### config.mk
export PLATFORM = sky130hd
export DESIGN_NAME = uart_fifo
export DESIGN_NICKNAME = d
export VERILOG_FILES = /design/src/rtl/uart_fifo_pkg.sv /design/src/rtl/async_receiver.sv /design/src/rtl/async_transmitter.sv /design/src/rtl/uart_sync_fifo.sv /design/src/rtl/uart_fifo.sv
export SDC_FILE = /design/constraint.sdc
export NUM_CORES = 1
export LEC_CHECK = 0
export BUFFER_PORTS_ARGS = -buffer_cell sky130_fd_sc_hd__buf_2
export CAP_MARGIN = 20
export CORE_ASPECT_RATIO = 0.5
export CORE_UTILIZATION = 55
export DETAILED_ROUTE_END_ITERATION = 16
export PLACE_DENSITY = 0.71
export REMOVE_ABC_BUFFERS = 1
export SLEW_MARGIN = 20
export SYNTH_ARGS = -nofsm -noshare
export SYNTH_HDL_FRONTEND = slang
export SYNTH_HIERARCHICAL = 1
export SYNTH_SLANG_ARGS = --single-unit
### constraint.sdc
create_clock -name clk -period 4.1 [get_ports clk]
set_input_delay 0.41 -clock clk [delete_from_list [all_inputs] [get_ports clk]]
set_output_delay 0.41 -clock clk [all_outputs]
set_load 0.01 [all_outputs]
### src/rtl/uart_fifo_pkg.sv
// Shared constants for the buffered UART: register map, status/control bit positions,
// TX sequencer state encoding and a 4-bit count saturation helper.
// No logic, no latency, no backpressure.
package uart_fifo_pkg;

  // Register map (2-bit PIA-style window)
  localparam logic [1:0] REG_RX   = 2'd0;
  localparam logic [1:0] REG_RXCR = 2'd1;
  localparam logic [1:0] REG_TX   = 2'd2;
  localparam logic [1:0] REG_TXCR = 2'd3;

  // addr 1 status bits ([3:0] = saturated rx count)
  localparam int ST_RX_AVAIL    = 7;
  localparam int ST_RX_OVERRUN  = 6;
  localparam int ST_TX_OVERFLOW = 5;
  localparam int ST_TX_FULL     = 4;
  // addr 2 status bits
  localparam int ST2_TX_FULL    = 7;
  localparam int ST2_TX_ACTIVE  = 6;
  // addr 3 status bits ([3:0] = saturated tx count)
  localparam int ST3_LOOPBACK   = 7;

  // addr 3 control write bits
  localparam int CTL_FLUSH_RX   = 0;
  localparam int CTL_FLUSH_TX   = 1;
  localparam int CTL_CLR_FLAGS  = 2;
  localparam int CTL_LOOPBACK   = 3;

  // TX sequencer states
  typedef logic [1:0] tx_state_t;
  localparam tx_state_t TX_IDLE  = 2'd0;
  localparam tx_state_t TX_START = 2'd1;
  localparam tx_state_t TX_WAIT  = 2'd2;

  function automatic logic [3:0] sat4(input logic [8:0] c);
    return (c > 9'd15) ? 4'hF : c[3:0];
  endfunction

endpackage

### src/rtl/async_receiver.sv
// 8N1 serial receiver, oversampled at Baud*Oversampling, samples mid-bit.
// Latency: RxD_data_ready pulses one cycle at the middle of the stop bit.
// Backpressure: none; each byte is presented once and must be taken on the pulse.
// Ports: clk, rst (async high), RxD, RxD_data_ready, RxD_data, RxD_idle (no frame in progress).
module async_receiver #(
  parameter int ClkFrequency = 25000000,
  parameter int Baud         = 115200,
  parameter int Oversampling = 16
) (
  input  logic       clk,
  input  logic       rst,
  input  logic       RxD,
  output logic       RxD_data_ready,
  output logic [7:0] RxD_data,
  output logic       RxD_idle
);
  localparam int OS_RAW = ClkFrequency / (Baud * Oversampling);
  localparam int OS_DIV = (OS_RAW < 1) ? 1 : OS_RAW;
  localparam int ODW    = $clog2(OS_DIV + 1);
  localparam int PW     = $clog2(Oversampling + 1);
  localparam int HUNT   = 10 * Oversampling;
  localparam int HW     = $clog2(HUNT + 1);

  logic            rx_s1, rx_s2, tick, busy, armed;
  logic [ODW-1:0]  os_cnt;
  logic [PW-1:0]   phase;
  logic [3:0]      bit_idx;
  logic [HW-1:0]   hunt_cnt;
  logic [7:0]      shift;

  assign tick     = (os_cnt == ODW'(OS_DIV - 1));
  assign RxD_idle = !busy;

  always_ff @(posedge clk or posedge rst) begin
    if (rst) begin
      rx_s1          <= 1'b1;
      rx_s2          <= 1'b1;
      os_cnt         <= '0;
      phase          <= '0;
      bit_idx        <= 4'd0;
      hunt_cnt       <= '0;
      shift          <= 8'h00;
      busy           <= 1'b0;
      armed          <= 1'b0;
      RxD_data       <= 8'h00;
      RxD_data_ready <= 1'b0;
    end else begin
      rx_s1          <= RxD;
      rx_s2          <= rx_s1;
      os_cnt         <= tick ? '0 : os_cnt + 1'b1;
      RxD_data_ready <= 1'b0;
      if (tick) begin
        if (!armed) begin
          // After reset the line may be mid-frame: wait for a full frame time of
          // continuous idle before trusting a falling edge as a start bit.
          if (!rx_s2)                         hunt_cnt <= '0;
          else if (hunt_cnt == HW'(HUNT - 1)) armed    <= 1'b1;
          else                                hunt_cnt <= hunt_cnt + 1'b1;
        end else if (!busy) begin
          if (!rx_s2) begin
            busy    <= 1'b1;
            phase   <= '0;
            bit_idx <= 4'd0;
          end
        end else begin
          phase <= (phase == PW'(Oversampling - 1)) ? '0 : phase + 1'b1;
          if (phase == PW'(Oversampling / 2 - 1)) begin
            bit_idx <= bit_idx + 1'b1;
            if (bit_idx == 4'd0) begin
              if (rx_s2) busy <= 1'b0;          // glitch, not a real start bit
            end else if (bit_idx == 4'd9) begin
              busy <= 1'b0;
              if (rx_s2) begin                  // framing error drops the byte
                RxD_data       <= shift;
                RxD_data_ready <= 1'b1;
              end
            end else begin
              shift <= {rx_s2, shift[7:1]};
            end
          end
        end
      end
    end
  end

endmodule

### src/rtl/async_transmitter.sv
// 8N1 serial transmitter, LSB first, one bit every ClkFrequency/Baud cycles.
// Latency: start bit appears on TxD the cycle after TxD_start.
// Backpressure: TxD_start is ignored while TxD_busy is high.
// Ports: clk, rst (async high), TxD_start, TxD_data, TxD (idles high), TxD_busy.
module async_transmitter #(
  parameter int ClkFrequency = 25000000,
  parameter int Baud         = 115200
) (
  input  logic       clk,
  input  logic       rst,
  input  logic       TxD_start,
  input  logic [7:0] TxD_data,
  output logic       TxD,
  output logic       TxD_busy
);
  localparam int BIT_DIV = ClkFrequency / Baud;
  localparam int DW      = $clog2(BIT_DIV + 1);

  logic [DW-1:0] div_cnt;
  logic [9:0]    shift;
  logic [3:0]    bits_left;

  assign TxD_busy = (bits_left != 4'd0);
  // Shifting in ones leaves the line high once the stop bit has gone out.
  assign TxD      = shift[0];

  always_ff @(posedge clk or posedge rst) begin
    if (rst) begin
      div_cnt   <= '0;
      shift     <= '1;
      bits_left <= 4'd0;
    end else if (TxD_start && !TxD_busy) begin
      shift     <= {1'b1, TxD_data, 1'b0};
      bits_left <= 4'd10;
      div_cnt   <= '0;
    end else if (TxD_busy) begin
      if (div_cnt == DW'(BIT_DIV - 1)) begin
        div_cnt   <= '0;
        shift     <= {1'b1, shift[9:1]};
        bits_left <= bits_left - 1'b1;
      end else begin
        div_cnt <= div_cnt + 1'b1;
      end
    end
  end

endmodule

### src/rtl/uart_sync_fifo.sv
// Synchronous FIFO with combinational head output and occupancy count.
// Latency: a pushed word is visible at dout the cycle after the push.
// Backpressure: push while full is ignored unless a pop happens in the same cycle;
// pop while empty is ignored. flush empties the FIFO and wins over push/pop.
// Ports: clk, rst (async high), push, pop, flush, din, dout (head), full, empty, count.
module uart_sync_fifo #(
  parameter int WIDTH = 8,
  parameter int DEPTH = 16
) (
  input  logic                     clk,
  input  logic                     rst,
  input  logic                     push,
  input  logic                     pop,
  input  logic                     flush,
  input  logic [WIDTH-1:0]         din,
  output logic [WIDTH-1:0]         dout,
  output logic                     full,
  output logic                     empty,
  output logic [$clog2(DEPTH):0]   count
);
  localparam int AW = $clog2(DEPTH);
  localparam logic [AW:0] FULL_CNT = DEPTH[AW:0];

  logic [WIDTH-1:0] mem [DEPTH];
  logic [AW-1:0]    wr_ptr, rd_ptr;
  logic             do_push, do_pop;

  assign full    = (count == FULL_CNT);
  assign empty   = (count == '0);
  assign do_pop  = pop && !empty;
  // A full FIFO still accepts a push when the head leaves in the same cycle.
  assign do_push = push && (!full || do_pop);
  assign dout    = mem[rd_ptr];

  always_ff @(posedge clk or posedge rst) begin
    if (rst) begin
      wr_ptr <= '0;
      rd_ptr <= '0;
      count  <= '0;
    end else if (flush) begin
      wr_ptr <= '0;
      rd_ptr <= '0;
      count  <= '0;
    end else begin
      if (do_push) wr_ptr <= wr_ptr + 1'b1;
      if (do_pop)  rd_ptr <= rd_ptr + 1'b1;
      case ({do_push, do_pop})
        2'b10:   count <= count + 1'b1;
        2'b01:   count <= count - 1'b1;
        default: count <= count;
      endcase
    end
  end

  always_ff @(posedge clk) begin
    if (do_push) mem[wr_ptr] <= din;
  end

endmodule

### src/rtl/uart_fifo.sv
// Buffered Apple-1 style UART: RX/TX FIFOs behind a 2-bit PIA register window.
// Latency: dout is registered (1 cycle); TX bytes start within 2 cycles of transmitter idle.
// Backpressure: RX full drops bytes (sticky overrun) and raises uart_cts early;
// TX full drops writes (sticky overflow).
// Ports: clk, rst (async high), enable/address/w_en/din/dout CPU bus, uart_rx, uart_tx, uart_cts.
// Optional: define UART_FIFO_LOOPBACK_EN for the control bit3 internal loopback.
module uart_fifo
  import uart_fifo_pkg::*;
#(
  parameter int ClkFrequency  = 25000000,
  parameter int Baud          = 115200,
  parameter int Oversampling  = 16,
  parameter int RX_DEPTH      = 16,
  parameter int TX_DEPTH      = 16,
  parameter int CTS_MARGIN    = 4,
  parameter int SKIP_FIRST_TX = 1
) (
  input  logic       clk,
  input  logic       rst,
  input  logic       enable,
  input  logic [1:0] address,
  input  logic       w_en,
  input  logic [7:0] din,
  output logic [7:0] dout,
  input  logic       uart_rx,
  output logic       uart_tx,
  output logic       uart_cts
);
  localparam int RX_CW = $clog2(RX_DEPTH) + 1;
  localparam int TX_CW = $clog2(TX_DEPTH) + 1;

  logic             rx_line_in, tx_line_out;
  logic             rx_data_ready, rx_idle, tx_busy, tx_start;
  logic [7:0]       rx_data, rx_head, tx_head, tx_byte, rd_mux;
  logic             rx_full, rx_empty, tx_full, tx_empty;
  logic [RX_CW-1:0] rx_count;
  logic [TX_CW-1:0] tx_count;
  logic             rx_overrun, tx_overflow, skip_armed, loopback, seen_busy;
  tx_state_t        tx_state;

  logic ctl_wr, tx_wr, rx_pop, tx_push, tx_pop;
  logic flush_rx, flush_tx, clr_flags, overrun_evt, overflow_evt;

  assign ctl_wr       = enable && w_en && (address == REG_TXCR);
  assign tx_wr        = enable && w_en && (address == REG_TX);
  assign rx_pop       = enable && !w_en && (address == REG_RX) && !rx_empty;
  assign flush_rx     = ctl_wr && din[CTL_FLUSH_RX];
  assign flush_tx     = ctl_wr && din[CTL_FLUSH_TX];
  assign clr_flags    = ctl_wr && din[CTL_CLR_FLAGS];
  assign overrun_evt  = rx_data_ready && rx_full && !rx_pop;
  assign tx_push      = tx_wr && !skip_armed && !tx_full;
  assign overflow_evt = tx_wr && !skip_armed && tx_full;
  assign tx_pop       = (tx_state == TX_IDLE) && !tx_empty && !tx_busy;
  assign tx_start     = (tx_state == TX_START);

  assign uart_cts = rst || !rx_idle || ((RX_DEPTH - int'(rx_count)) <= CTS_MARGIN);

  uart_sync_fifo #(.WIDTH(8), .DEPTH(RX_DEPTH)) u_rx_fifo (
    .clk(clk), .rst(rst), .push(rx_data_ready), .pop(rx_pop), .flush(flush_rx),
    .din(rx_data), .dout(rx_head), .full(rx_full), .empty(rx_empty), .count(rx_count)
  );

  uart_sync_fifo #(.WIDTH(8), .DEPTH(TX_DEPTH)) u_tx_fifo (
    .clk(clk), .rst(rst), .push(tx_push), .pop(tx_pop), .flush(flush_tx),
    .din(din), .dout(tx_head), .full(tx_full), .empty(tx_empty), .count(tx_count)
  );

  async_receiver #(.ClkFrequency(ClkFrequency), .Baud(Baud), .Oversampling(Oversampling)) u_rx (
    .clk(clk), .rst(rst), .RxD(rx_line_in), .RxD_data_ready(rx_data_ready),
    .RxD_data(rx_data), .RxD_idle(rx_idle)
  );

  async_transmitter #(.ClkFrequency(ClkFrequency), .Baud(Baud)) u_tx (
    .clk(clk), .rst(rst), .TxD_start(tx_start), .TxD_data(tx_byte),
    .TxD(tx_line_out), .TxD_busy(tx_busy)
  );

`ifdef UART_FIFO_LOOPBACK_EN
  always_ff @(posedge clk or posedge rst) begin
    if (rst)         loopback <= 1'b0;
    else if (ctl_wr) loopback <= din[CTL_LOOPBACK];
  end
  assign rx_line_in = loopback ? tx_line_out : uart_rx;
  assign uart_tx    = loopback ? 1'b1 : tx_line_out;
  logic unused_din;
  assign unused_din = ^din[7:4];
`else
  assign loopback   = 1'b0;
  assign rx_line_in = uart_rx;
  assign uart_tx    = tx_line_out;
  logic unused_din;
  assign unused_din = ^{din[7:4], din[CTL_LOOPBACK]};
`endif

  // TX sequencer: WAIT needs busy to rise then fall so the start pulse is never
  // mistaken for completion before the transmitter has registered it.
  always_ff @(posedge clk or posedge rst) begin
    if (rst) begin
      tx_state  <= TX_IDLE;
      tx_byte   <= 8'h00;
      seen_busy <= 1'b0;
    end else begin
      case (tx_state)
        TX_IDLE: if (tx_pop) begin
          tx_byte  <= tx_head;
          tx_state <= TX_START;
        end
        TX_START: begin
          seen_busy <= 1'b0;
          tx_state  <= TX_WAIT;
        end
        TX_WAIT: begin
          if (tx_busy)        seen_busy <= 1'b1;
          else if (seen_busy) tx_state  <= TX_IDLE;
        end
        default: tx_state <= TX_IDLE;
      endcase
    end
  end

  // Sticky flags: a same-cycle error event beats the clear.
  always_ff @(posedge clk or posedge rst) begin
    if (rst) begin
      rx_overrun  <= 1'b0;
      tx_overflow <= 1'b0;
      skip_armed  <= (SKIP_FIRST_TX != 0);
    end else begin
      if (overrun_evt)     rx_overrun  <= 1'b1;
      else if (clr_flags)  rx_overrun  <= 1'b0;
      if (overflow_evt)    tx_overflow <= 1'b1;
      else if (clr_flags)  tx_overflow <= 1'b0;
      if (tx_wr && skip_armed) skip_armed <= 1'b0;
    end
  end

  always_comb begin
    rd_mux = 8'h00;
    case (address)
      REG_RX:   rd_mux = rx_empty ? 8'h00 : rx_head;
      REG_RXCR: begin
        rd_mux[ST_RX_AVAIL]    = !rx_empty;
        rd_mux[ST_RX_OVERRUN]  = rx_overrun;
        rd_mux[ST_TX_OVERFLOW] = tx_overflow;
        rd_mux[ST_TX_FULL]     = tx_full;
        rd_mux[3:0]            = sat4(9'(rx_count));
      end
      REG_TX: begin
        rd_mux[ST2_TX_FULL]    = tx_full;
        rd_mux[ST2_TX_ACTIVE]  = !tx_empty || (tx_state != TX_IDLE);
      end
      REG_TXCR: begin
        rd_mux[ST3_LOOPBACK]   = loopback;
        rd_mux[3:0]            = sat4(9'(tx_count));
      end
      default: rd_mux = 8'h00;
    endcase
  end

  always_ff @(posedge clk or posedge rst) begin
    if (rst) dout <= 8'h00;
    else     dout <= rd_mux;
  end

endmodule

== Word-level counts from Yosys, hierarchy flattened ==
Memories as Yosys holds them, arrays and structs flattened. A register that Yosys moved wholly into a read port is not among the register bits.
Cells that the tools add are included.

* Bits in registers: 104
* Memory bits (writable): 256
* Memories: 2

{| class="wikitable"
|+ Memories
! name !! depth !! width !! read ports !! clocked after memory_dff !! wr ports !! RTL line !! RTL
|-
| u_rx_fifo.mem || 16 || 8 || 1 || 0 || 1 || uart_sync_fifo.sv:24 || <nowiki>logic [WIDTH-1:0] mem [DEPTH];</nowiki>
|-
| u_tx_fifo.mem || 16 || 8 || 1 || 1 || 1 || uart_sync_fifo.sv:24 ||
|}

* $add $sub $neg: 15
* Order comparisons: 3
* Eq/ne operators: 24
* Muxes and demuxes: 65
* Bitwise operators: 3
* Reduce and logical (&&, ||, !) cells: 63

{| class="wikitable"
|+ Operator list
! kind !! number
|-
| 4-bit two-way mux || 17
|-
| 8-bit two-way mux || 6
|-
| 10-bit two-way mux || 3
|-
| 5-bit two-way mux || 5
|-
| 4-bit by 1-bit adder with 4-bit output, second input constant || 6
|-
| 1-bit two-way mux || 23
|-
| 1-bit logical AND || 22
|-
| 5-bit one-hot mux with 2 select lines || 2
|-
| 2-bit nonzero test || 10
|-
| 8-bit by 1-bit adder with 8-bit output, second input constant || 2
|-
| 8-bit equality test, second input constant || 2
|-
| 5-bit by 1-bit adder with 5-bit output, second input constant || 3
|-
| 4-bit one-hot mux with 3 select lines || 1
|-
| 2-bit equality test, second input constant || 5
|-
| 5-bit equality test, second input constant || 2
|-
| 5-bit by 4-bit > comparator with 1-bit output, second input constant || 2
|-
| 5-bit zero test || 2
|-
| 2-bit != test, second input constant || 5
|-
| 5-bit by 1-bit subtractor with 5-bit output, second input constant || 2
|-
| 3-bit AND reduction || 3
|-
| 2-bit by 1-bit equality test with 1-bit output, second input constant || 4
|-
| 4-bit equality test, second input constant || 2
|-
| 1-bit zero test || 8
|-
| 2-bit AND reduction || 4
|-
| other kinds (21) || 32
|}

== Logic depth before layout (Yosys ltp) ==
Gate-level depths: netlist of the first run.

* Depth after elaboration: 10
* Mapped depth: 13

== Cells and area by module ==
Netlist of the first run, hierarchy kept.

{| class="wikitable"
|+ By module, submodules not included
! module !! instances !! cells each !! area each (um2)
|-
| uart_sync_fifo || 2 || 315 || 5829.3
|-
| async_receiver || 1 || 174 || 1995.7
|-
| async_transmitter || 1 || 110 || 1119.8
|-
| uart_fifo || 1 || 93 || 984.7
|}

== Worst setup path after synthesis of the first run ==
OpenSTA, ideal clock, no wires.

* Kind: reg2reg
* From: register u_tx.bits_left[0]
* To: register u_tx_fifo.count[4]
* Setup time: 0.082 ns
* Arrival: 3.291 ns
* Data required time: 4.018 ns
* Slack: 0.727 ns
* Cell stages (with the launch flop): 13
* Buffers on the path: 0
* Cells stage by stage: dfrtp_1 inv_1 ha_1 nor3b_4 inv_2 nor4_4 nand2b_1 or2_2 fa_1 nand2b_1 a2111o_1 o22a_1 a31oi_1

* Longest elaborated chain between the ends: 9

{| class="wikitable"
|+ Ends and longest elaborated chain
! what !! RTL line !! RTL
|-
| from (decl) || async_transmitter.sv:21 || <nowiki>logic [3:0] bits_left;</nowiki>
|-
| from (signal assigned) || async_transmitter.sv:40 || <nowiki>bits_left <= bits_left - 1'b1;</nowiki>
|-
| 4-bit nonzero test (*) || async_transmitter.sv:23 || <nowiki>assign TxD_busy = (bits_left != 4'd0);</nowiki>
|-
| via tx_busy || uart_fifo.sv:33 || <nowiki>logic rx_data_ready, rx_idle, tx_busy, tx_start;</nowiki>
|-
| 1-bit zero test (*) || uart_fifo.sv:53 || <nowiki>assign tx_pop = (tx_state == TX_IDLE) && !tx_empty && !tx_busy;</nowiki>
|-
| 1-bit logical AND (*) || uart_fifo.sv:53 ||
|-
| via tx_pop || uart_fifo.sv:41 || <nowiki>logic ctl_wr, tx_wr, rx_pop, tx_push, tx_pop;</nowiki>
|-
| 1-bit logical AND (*) || uart_sync_fifo.sv:30 || <nowiki>assign do_pop = pop && !empty;</nowiki>
|-
| 1-bit logical OR || uart_sync_fifo.sv:32 || <nowiki>assign do_push = push && (!full || do_pop);</nowiki>
|-
| 1-bit logical AND || uart_sync_fifo.sv:32 ||
|-
| 2-bit by 1-bit equality test with 1-bit output / 2-bit equality test (equally long branches) || uart_sync_fifo.sv:47 || <nowiki>case ({do_push, do_pop})</nowiki>
|-
| 5-bit one-hot mux with 2 select lines || uart_sync_fifo.sv:47 ||
|-
| 5-bit two-way mux || uart_sync_fifo.sv:40 || <nowiki>end else if (flush) begin</nowiki>
|-
| to (signal assigned) || uart_sync_fifo.sv:48 || <nowiki>2'b10: count <= count + 1'b1;</nowiki>
|-
| to (signal assigned) || uart_sync_fifo.sv:49 || <nowiki>2'b01: count <= count - 1'b1;</nowiki>
|-
| to (signal assigned) || uart_sync_fifo.sv:50 || <nowiki>default: count <= count;</nowiki>
|-
| to (decl) || uart_sync_fifo.sv:19 || <nowiki>output logic [$clog2(DEPTH):0] count</nowiki>
|}

The timed path passes the listed nets; every way through them passes the cells marked *.
A chain may end at the register's enable or synchronous reset.

== Final worst setup path of the first run ==
* From: register u_rx_fifo.count[0]
* To: register u_rx_fifo.count[4]

* Longest elaborated chain between the ends: 9

{| class="wikitable"
|+ Ends and longest elaborated chain
! what !! RTL line !! RTL
|-
| from (decl) || uart_sync_fifo.sv:19 ||
|-
| from (signal assigned) || uart_sync_fifo.sv:48 ||
|-
| from (signal assigned) || uart_sync_fifo.sv:49 ||
|-
| from (signal assigned) || uart_sync_fifo.sv:50 ||
|-
| 5-bit zero test (*) || uart_sync_fifo.sv:29 || <nowiki>assign empty = (count == '0);</nowiki>
|-
| via rx_empty || uart_fifo.sv:35 || <nowiki>logic rx_full, rx_empty, tx_full, tx_empty;</nowiki>
|-
| 1-bit zero test (*) || uart_fifo.sv:46 || <nowiki>assign rx_pop = enable && !w_en && (address == REG_RX) && !rx_empty;</nowiki>
|-
| 1-bit logical AND (*) || uart_fifo.sv:46 ||
|-
| via rx_pop || uart_fifo.sv:41 ||
|-
| 1-bit logical AND (*) || uart_sync_fifo.sv:30 ||
|-
| 1-bit logical OR || uart_sync_fifo.sv:32 ||
|-
| 1-bit logical AND || uart_sync_fifo.sv:32 ||
|-
| 2-bit by 1-bit equality test with 1-bit output / 2-bit equality test (equally long branches) || uart_sync_fifo.sv:47 ||
|-
| 5-bit one-hot mux with 2 select lines || uart_sync_fifo.sv:47 ||
|-
| 5-bit two-way mux || uart_sync_fifo.sv:40 ||
|}

Marked as above.

==> results of run 1 <==
==> sequential cells by signal (all words and copies together) (netlist names), 2 cells and up <==
register,cells
u_rx_fifo/mem,128
u_tx_fifo/mem,128
u_tx/shift,9
dout,8
tx_byte,8
u_rx/RxD_data,8
u_rx/hunt_cnt,8
u_rx/shift,8
u_tx/div_cnt,8
u_rx/phase,5
u_rx_fifo/count,5
u_tx_fifo/count,5
u_rx/bit_idx,4
u_rx/os_cnt,4
u_rx_fifo/rd_ptr,4
u_rx_fifo/wr_ptr,4
u_tx/bits_left,4
u_tx_fifo/rd_ptr,4
u_tx_fifo/wr_ptr,4
tx_state,2
==> cell usage after synthesis, types with 4 or more instances <==
cell type / instances / area share (%)
sky130_fd_sc_hd__clkbuf_1: 25 / 0.60
sky130_fd_sc_hd__dfrtp_1: 99 / 16
sky130_fd_sc_hd__nand2b_1: 11 / 0.44
sky130_fd_sc_hd__a21oi_1: 28 / 0.89
sky130_fd_sc_hd__edfxtp_1: 256 / 49
sky130_fd_sc_hd__o21a_1: 4 / 0.19
sky130_fd_sc_hd__o221ai_1: 5 / 0.28
sky130_fd_sc_hd__or2_2: 5 / 0.20
sky130_fd_sc_hd__xor2_1: 12 / 0.67
sky130_fd_sc_hd__dfstp_2: 12 / 2.0
sky130_fd_sc_hd__buf_1: 4 / 0.095
sky130_fd_sc_hd__o211ai_1: 12 / 0.57
sky130_fd_sc_hd__nor3_1: 6 / 0.19
sky130_fd_sc_hd__mux2_2: 25 / 1.8
sky130_fd_sc_hd__nand2_1: 63 / 1.5
sky130_fd_sc_hd__mux4_2: 64 / 9.1
sky130_fd_sc_hd__o31ai_1: 4 / 0.19
sky130_fd_sc_hd__and4_1: 9 / 0.50
sky130_fd_sc_hd__inv_1: 44 / 1.0
sky130_fd_sc_hd__a31oi_1: 10 / 0.40
sky130_fd_sc_hd__nor4_1: 7 / 0.28
sky130_fd_sc_hd__nand3_1: 15 / 0.48
sky130_fd_sc_hd__nor2b_1: 5 / 0.20
sky130_fd_sc_hd__mux2i_1: 14 / 0.89
sky130_fd_sc_hd__and2_1: 15 / 0.60
sky130_fd_sc_hd__xnor2_1: 6 / 0.33
sky130_fd_sc_hd__o21ai_2: 4 / 0.22
sky130_fd_sc_hd__o21ai_0: 21 / 0.67
sky130_fd_sc_hd__mux2_1: 6 / 0.43
sky130_fd_sc_hd__buf_2: 10 / 0.32
sky130_fd_sc_hd__ha_1: 26 / 2.1
sky130_fd_sc_hd__nor2_1: 55 / 1.3
sky130_fd_sc_hd__and3_1: 29 / 1.2
sky130_fd_sc_hd__a22oi_1: 34 / 1.6
==> cell type report <==
cell class                      count  share of cell area, %
Clock buffer                       46                   5.67
Clock inverter                     16                   1.62
Sequential cell                   367                   59.9
Inverter                           45                  0.965
Tap cell                          382                   2.73
Timing Repair Buffer               33                   1.10
Multi-Input combinational cell    550                   28.0
==> metrics by stage <==
| step | hold slack [ns] | area (um2) |
|---|---|---|
| finish | 0.209 | 17500 |
| detailed placement | 0.348 | 16200 |
| global placement | 0.349 | 16200 |
| floorplan | 0.287 | 15600 |
| CTS | 0.182 | 17500 |
| global route | 0.202 | 17500 |
==> kinds of logic (layout without fill, tap and decap cells) <==
group,after synthesis,count (layout),share of synthesized area (%)
compound gates,150,150,7.02
mux,109,109,12.3
simple gates,245,245,8.53
xor+xnor,18,18,1.00
buf+inv,90,140,2.38
flops,367,367,66.5
fa+ha+maj,28,28,2.32
==> repair_timing <==
action | in CTS | in global routing
setup buffers | 0 | 0
hold buffers | 2 | 0
hold endpoints to repair | 19 | 0
resized for setup | 0 | 0
==> power groups by stage <==
stage / combinational, W / clock (W) / sequential (W)
after detailed placement: 0.00105 / 0 / 0.00451
after CTS: 0.00106 / 0.00362 / 0.00443
after floorplan: 0.000710 / 0 / 0.00448
after global placement: 0.00102 / 0 / 0.00449
after global routing: 0.00116 / 0.00376 / 0.00447
final: 0.00106 / 0.00356 / 0.00442
==> per-layer routing <==
layer / routed length [um] / vias to the layer above / GRT usage, %
met4: 658 / 0 / 6.96
li1: - / 3941 / -
met1: 13300 / 4478 / 31.0
met2: 15100 / 243 / 36.3
met3: 1640 / 51 / 3.69
met5: 0 / - / 0
==> path summary, 6_finish.rpt <==
kind                                    start                 end  cells after the start
setup / recovery           u_rx_fifo/count[0]  u_rx_fifo/count[4]                     11
hold / removal                     address[1]             dout[4]                      2
setup reg to reg           u_rx_fifo/count[0]  u_rx_fifo/count[4]                     11
hold reg to reg                    u_rx/rx_s1          u_rx/rx_s2                      0
max in group asynchronous                 rst          tx_byte[3]                      3
min in group asynchronous                 rst  u_tx_fifo/count[3]                      3
==> metrics.txt, run 1 <==
result of the run=completed; initial antenna violation count=0; RSZ-0062 raised after global routing=no; mean routed wirelength per cell=21.3 um; sequence of cells on the critical path=or4_1 > nor2_1 > nor3_1 > and3b_1 > nand2b_1 > or2_2 > fa_1 > nand2b_1 > a2111o_1 > o22a_1 > a31oi_1; Final ANT Viol Nets=0; Core Footprint=0.0279 mm2; count of input and output buffers=24; most frequently used flop master after synthesis=sky130_fd_sc_hd__edfxtp_1; number of instances in the synthesized netlist=1007; share of the core filled with cells in the final layout=62.7%; pin count of the biggest net entering global routing=43; overflow left after global routing=0; RePlAce Congestion=0.848; clock transition at the registers of the reported paths=0.06 ns; peak supply drop=0.000277 V; global-route wire length before repair=48800 um; Worst path slowest cell=sky130_fd_sc_hd__dfrtp_1; # Max-Cap Violations=0; Final period util=89.0%; clk sink count=367; fraction of final layout cells sized beyond drive strength 1=20.3%; combined area of all synthesized cells=0.0158 mm2; antenna diode instance count=0; mean instance size in the synthesized netlist=15.6 um2; drt pass-1 iters=7; number of rows in the core area=43; Max Transition Viols Final=0; Clk Latency, worst-skew pair=0.52 ns; pwr/cell area=516 mW/mm2; kind of cell adding the most delay to the critical path=simple AND/OR/NAND/NOR gates; relative area change from synthesis to final layout=11.1%; most common cell after layout, fill and taps aside=sky130_fd_sc_hd__edfxtp_1; initial core utilization=56.4%; worst endpoint required time=4.54 ns; overall power=0.00904 W; number of buffers on the longest clock path=3; Max stage delay on crit path=0.44 ns; Max FO, Critical Path=9; CTS tree=built; leading cell types in the layout, fill and taps excluded=sky130_fd_sc_hd__edfxtp_1 (256), sky130_fd_sc_hd__dfrtp_1 (96), sky130_fd_sc_hd__mux4_2 (64), sky130_fd_sc_hd__nand2_1 (63), sky130_fd_sc_hd__nor2_1 (55); DP Cell Count=1375; post-synthesis sequential element count=367; relative contribution of combinational cells to total power=11.7%; count of yosys warnings during synthesis=6; Min-Delay Path Class=input pin to flop; worst rel slew slack=36.5%; setup TNS=0 ns; slack of the critical path=0.451 ns; Vias per Instance=6.05; switching component of the power=0.00222 W; Setup Crit Path Kind=flop to flop; die area=0.0294 mm2; worst-margin pin slew=0.951 ns; post-synth cell types=76; area of the multi-input gates=0.00490 mm2; post-layout min period=3.65 ns; kind of start point of the critical path=flop; number of levels the H-tree was split into=2; register cell area after layout=0.0105 mm2; setup-violating endpoint count in the final report=0; portion of total power attributed to the clock network=39.4%; R2R Setup Slk=0.45 ns; switching power share of the total=24.6%; minimum setup slack after placement=0.514 ns; Final Instance Count excl. Fillers=1439; final layout net count=1074; reported leakage power=6.86 nW; count of flip-flops with a built-in enable after synthesis=256; vertical die dimension=122 um; total CTS buffers=34; combined global-route utilization of all metal layers=22.2%; Worst setup EP type=flop; largest clock skew in the final design=0.0172 ns; number of buffers and inverters on the critical path=0; most used cell, CP=sky130_fd_sc_hd__nand2b_1; endpoints failing hold=0; violation count after the first detailed-route iteration=874; Boundary Pins=25; vias after detailed routing=8713; DRC violation count after routing=0; share of synthesized area occupied by flip-flops and latches=66.5%; WP data arrival=4.08 ns; via count of the first global-routing pass=8860; post-DP HPWL=19600 um; Die Width=241 um; highest clock frequency the design can meet=0.274 GHz; internal power=0.00682 W; total routed wirelength=30700 um; number of fillers in the final layout=1981; share of synthesized flip-flops with an asynchronous set or reset=30.2%; Clock Root Buffer=sky130_fd_sc_hd__clkbuf_16; sequential share of power=49.0%
Power figures use the tool's default switching activity.
==> run 2, diff against run 1 <==
==> constraint.sdc (replaced) <==
create_clock -name clk -period 3.61 [get_ports clk]
set_input_delay 0.361 -clock clk [delete_from_list [all_inputs] [get_ports clk]]
set_output_delay 0.361 -clock clk [all_outputs]
set_load 0.01 [all_outputs]
==> run 2 against run 1 <==
Global-route usage shrank 0.53 points. Maximum frequency grew 12%. Highest routed layer unchanged. Register-to-register slack lost 0.10 ns. Clock power shrank 4%. Sequential share of layout area grew 0.56 points. Largest power group unchanged.
==> metrics.txt, run 2 (synthesis gave the netlist of run 1 again) <==
result of the run=completed; number of rows in the core area=43 (unchanged); mean routed wirelength per cell=21.0 um (-1.8%); WP data arrival=3.73 ns (-0.35 ns); reported leakage power=6.80 nW (-0.93%); final layout net count=1081 (+0.65%); Worst path slowest cell=sky130_fd_sc_hd__nor3b_4; worst endpoint required time=4.08 ns (-0.46 ns); CTS tree=built; portion of total power attributed to the clock network=35.3% (-4.1 points); share of the core filled with cells in the final layout=62.1% (-0.59 points); vias after detailed routing=8605 (-1.2%); switching component of the power=0.00246 W (+11%); biggest registers after layout=u_rx_fifo/mem (128), u_tx_fifo/mem (128), u_tx/shift (9); number of buffers and inverters on the critical path=2 (+2); kind of start point of the critical path=flop; sequential share of power=51.5% (+2.5 points); Hold Crit Start=address[1]; fraction of final layout cells sized beyond drive strength 1=20.3% (about the same); setup TNS=0 ns (unchanged); clock transition at the registers of the reported paths=0.07 ns (about the same); Die Width=241 um (unchanged); sequence of cells on the critical path=inv_1 > ha_1 > nor3b_4 > inv_2 > nor4_4 > nand2b_1 > or2_2 > fa_1 > nand2b_1 > a2111o_1 > o22a_1 > a31oi_1; peak supply drop=0.000346 V (+25%); highest clock frequency the design can meet=0.307 GHz (+12%); DRC violation count after routing=0 (unchanged); Min-Delay Path Class=input pin to flop; global-route wire length before repair=48300 um (-1.1%); register cell area after layout=0.0105 mm2 (about the same); Max stage delay on crit path=0.40 ns (-0.04 ns); R2R cell count=12 (+1); Final period util=90.4% (+1.4 points); Max Transition Viols Final=0 (unchanged); combined global-route utilization of all metal layers=21.7% (-0.53 points); post-layout min period=3.26 ns (-0.387 ns); worst-margin pin slew=0.916 ns (-0.0348 ns); antenna diode instance count=0 (unchanged); kind of cell adding the most delay to the critical path=simple AND/OR/NAND/NOR gates; worst rel slew slack=38.8% (+2.3 points); pwr/cell area=559 mW/mm2 (+8.3%); via count of the first global-routing pass=8641 (-2.5%); number of fillers in the final layout=2016 (+1.8%); Final ANT Viol Nets=0 (unchanged); Cells on Worst Hold Path=2 (unchanged); slack of the critical path=0.348 ns (-0.103 ns); total routed wirelength=30300 um (-1.5%); post-DP HPWL=19500 um (-0.11%); endpoints failing hold=0 (unchanged); initial antenna violation count=0 (unchanged); die area=0.0294 mm2 (unchanged); number of gates resized after CTS=0 (unchanged); Worst setup EP type=flop; Vias per Instance=5.96 (-1.6%); overall power=0.00969 W (+7.3%); leading cell types in the layout, fill and taps excluded=sky130_fd_sc_hd__edfxtp_1 (256), sky130_fd_sc_hd__dfrtp_1 (97), sky130_fd_sc_hd__mux4_2 (64), sky130_fd_sc_hd__nand2_1 (63), sky130_fd_sc_hd__nor2_1 (55); most common cell after layout, fill and taps aside=sky130_fd_sc_hd__edfxtp_1; minimum setup slack after placement=0.380 ns (-0.134 ns); area of the multi-input gates=0.00490 mm2 (unchanged); Clock Root Buffer=sky130_fd_sc_hd__clkbuf_16; Core Footprint=0.0279 mm2 (unchanged); Setup Crit Path Kind=flop to flop; internal power=0.00723 W (+6.1%); reg2reg end=u_tx_fifo/count[4]; relative area change from synthesis to final layout=10.0%; count of input and output buffers=24 (unchanged); hold worst-path end=dout[5]; most used cell, CP=sky130_fd_sc_hd__nand2b_1; drt pass-1 iters=5 (-2); overflow left after global routing=0 (unchanged); number of levels the H-tree was split into=1 (-1); Max FO, Critical Path=9 (unchanged); Boundary Pins=25 (unchanged); # Max-Cap Violations=0 (unchanged); violation count after the first detailed-route iteration=721 (-18%); largest clock skew in the final design=0.0176 ns (+0.000397 ns); initial core utilization=56.4% (unchanged); relative contribution of combinational cells to total power=13.2% (+1.5 points); setup-violating endpoint count in the final report=0 (unchanged); Clk Latency, worst-skew pair=0.57 ns (+0.05 ns); pin count of the biggest net entering global routing=43 (unchanged); R2R Setup Slk=0.35 ns (-0.10 ns); vertical die dimension=122 um (unchanged); RSZ-0062 raised after global routing=no; RePlAce Congestion=0.817 (-3.6%); switching power share of the total=25.4% (+0.78 points); total CTS buffers=31 (-8.8%); clk sink count=367 (unchanged); beginning of the worst register-to-register path=u_tx/bits_left[0]; number of buffers on the longest clock path=3 (unchanged)
==> run 2: changes by cell type in the layout (fill, tap and decap cells not counted) <==
cell | previous run | this run
sky130_fd_sc_hd__clkbuf_2 | 1 | 0
sky130_fd_sc_hd__clkinv_1 | 4 | 3
sky130_fd_sc_hd__buf_4 | 7 | 17
sky130_fd_sc_hd__dfrtp_2 | 3 | 2
sky130_fd_sc_hd__clkbuf_16 | 38 | 31
sky130_fd_sc_hd__bufinv_16 | 8 | 4
sky130_fd_sc_hd__clkbuf_1 | 6 | 10
sky130_fd_sc_hd__clkbuf_8 | 1 | 5
sky130_fd_sc_hd__clkinv_4 | 2 | 1
sky130_fd_sc_hd__clkinv_2 | 3 | 4
sky130_fd_sc_hd__dfrtp_1 | 96 | 97
==> run 2: power groups by stage <==
stage | sequential (W) | clock [W] | combinational, W
CTS | 0.00499 | 0.00349 | 0.00130
floorplan | 0.00509 | 0 | 0.000806
finish | 0.00499 | 0.00342 | 0.00128
global placement | 0.00506 | 0 | 0.00125
detailed placement | 0.00508 | 0 | 0.00128
global route | 0.00503 | 0.00366 | 0.00142
==> run 2: through the flow <==
step	hold slack, ns	std cells	cell area [um2]
after detailed placement	0.347	1385	16300
after CTS	0.102	1444	17300
after floorplan	0.238	962	15600
final	0.126	1444	17300
after global routing	0.111	1444	17300
after global placement	0.346	1385	16300
==> run 2: final cells by class <==
class | count | area share (%)
multi-input combinational | 550 | 28.3
timing repair buffer | 43 | 1.54
tap | 382 | 2.76
clock buffer | 46 | 5.09
inverter | 45 | 0.974
clock inverter | 11 | 0.902
sequential | 367 | 60.5
==> run 2: worst register-to-register path, cell delays in order (launching register included) <==
cell                       delay, ns
sky130_fd_sc_hd__dfrtp_1        0.38
sky130_fd_sc_hd__inv_1          0.09
sky130_fd_sc_hd__ha_1           0.20
sky130_fd_sc_hd__nor3b_4        0.40
sky130_fd_sc_hd__inv_2          0.19
sky130_fd_sc_hd__nor4_4         0.19
sky130_fd_sc_hd__nand2b_1       0.12
sky130_fd_sc_hd__or2_2          0.31
sky130_fd_sc_hd__fa_1           0.40
sky130_fd_sc_hd__nand2b_1       0.18
sky130_fd_sc_hd__a2111o_1       0.40
sky130_fd_sc_hd__o22a_1         0.21
sky130_fd_sc_hd__a31oi_1        0.11
==> run 2: what timing repair did <==
action / in CTS / in global routing
setup buffers: 0 / 0
hold buffers: 2 / 0
hold endpoints to repair: 27 / 0
setup endpoints to repair: 0 / 0
==> run 2: routing by layer <==
| metal | track usage, % | up-vias | share of wire [%] |
|---|---|---|---|
| met5 | 0 | - | 0 |
| met4 | 4.27 | 0 | 1.5 |
| met3 | 3.87 | 44 | 4.5 |
| met2 | 36.1 | 181 | 49 |
| met1 | 30.6 | 4432 | 45 |
| li1 | - | 3948 | - |
==> run 2: worst max path at each step <==
stage / startpoint / to / slack, ns / cells past startpoint
after floorplan: u_tx/bits_left[0] / u_tx_fifo/count[4] / 0.24 / 12
after global placement: u_tx/bits_left[0] / u_tx_fifo/count[4] / 0.52 / 12
after detailed placement: u_tx/bits_left[0] / u_tx_fifo/count[4] / 0.38 / 12
after CTS: u_tx/bits_left[0] / u_tx_fifo/count[4] / 0.34 / 12
after global routing: u_tx/bits_left[0] / u_tx_fifo/count[4] / 0.14 / 12
final: u_tx/bits_left[0] / u_tx_fifo/count[4] / 0.35 / 12
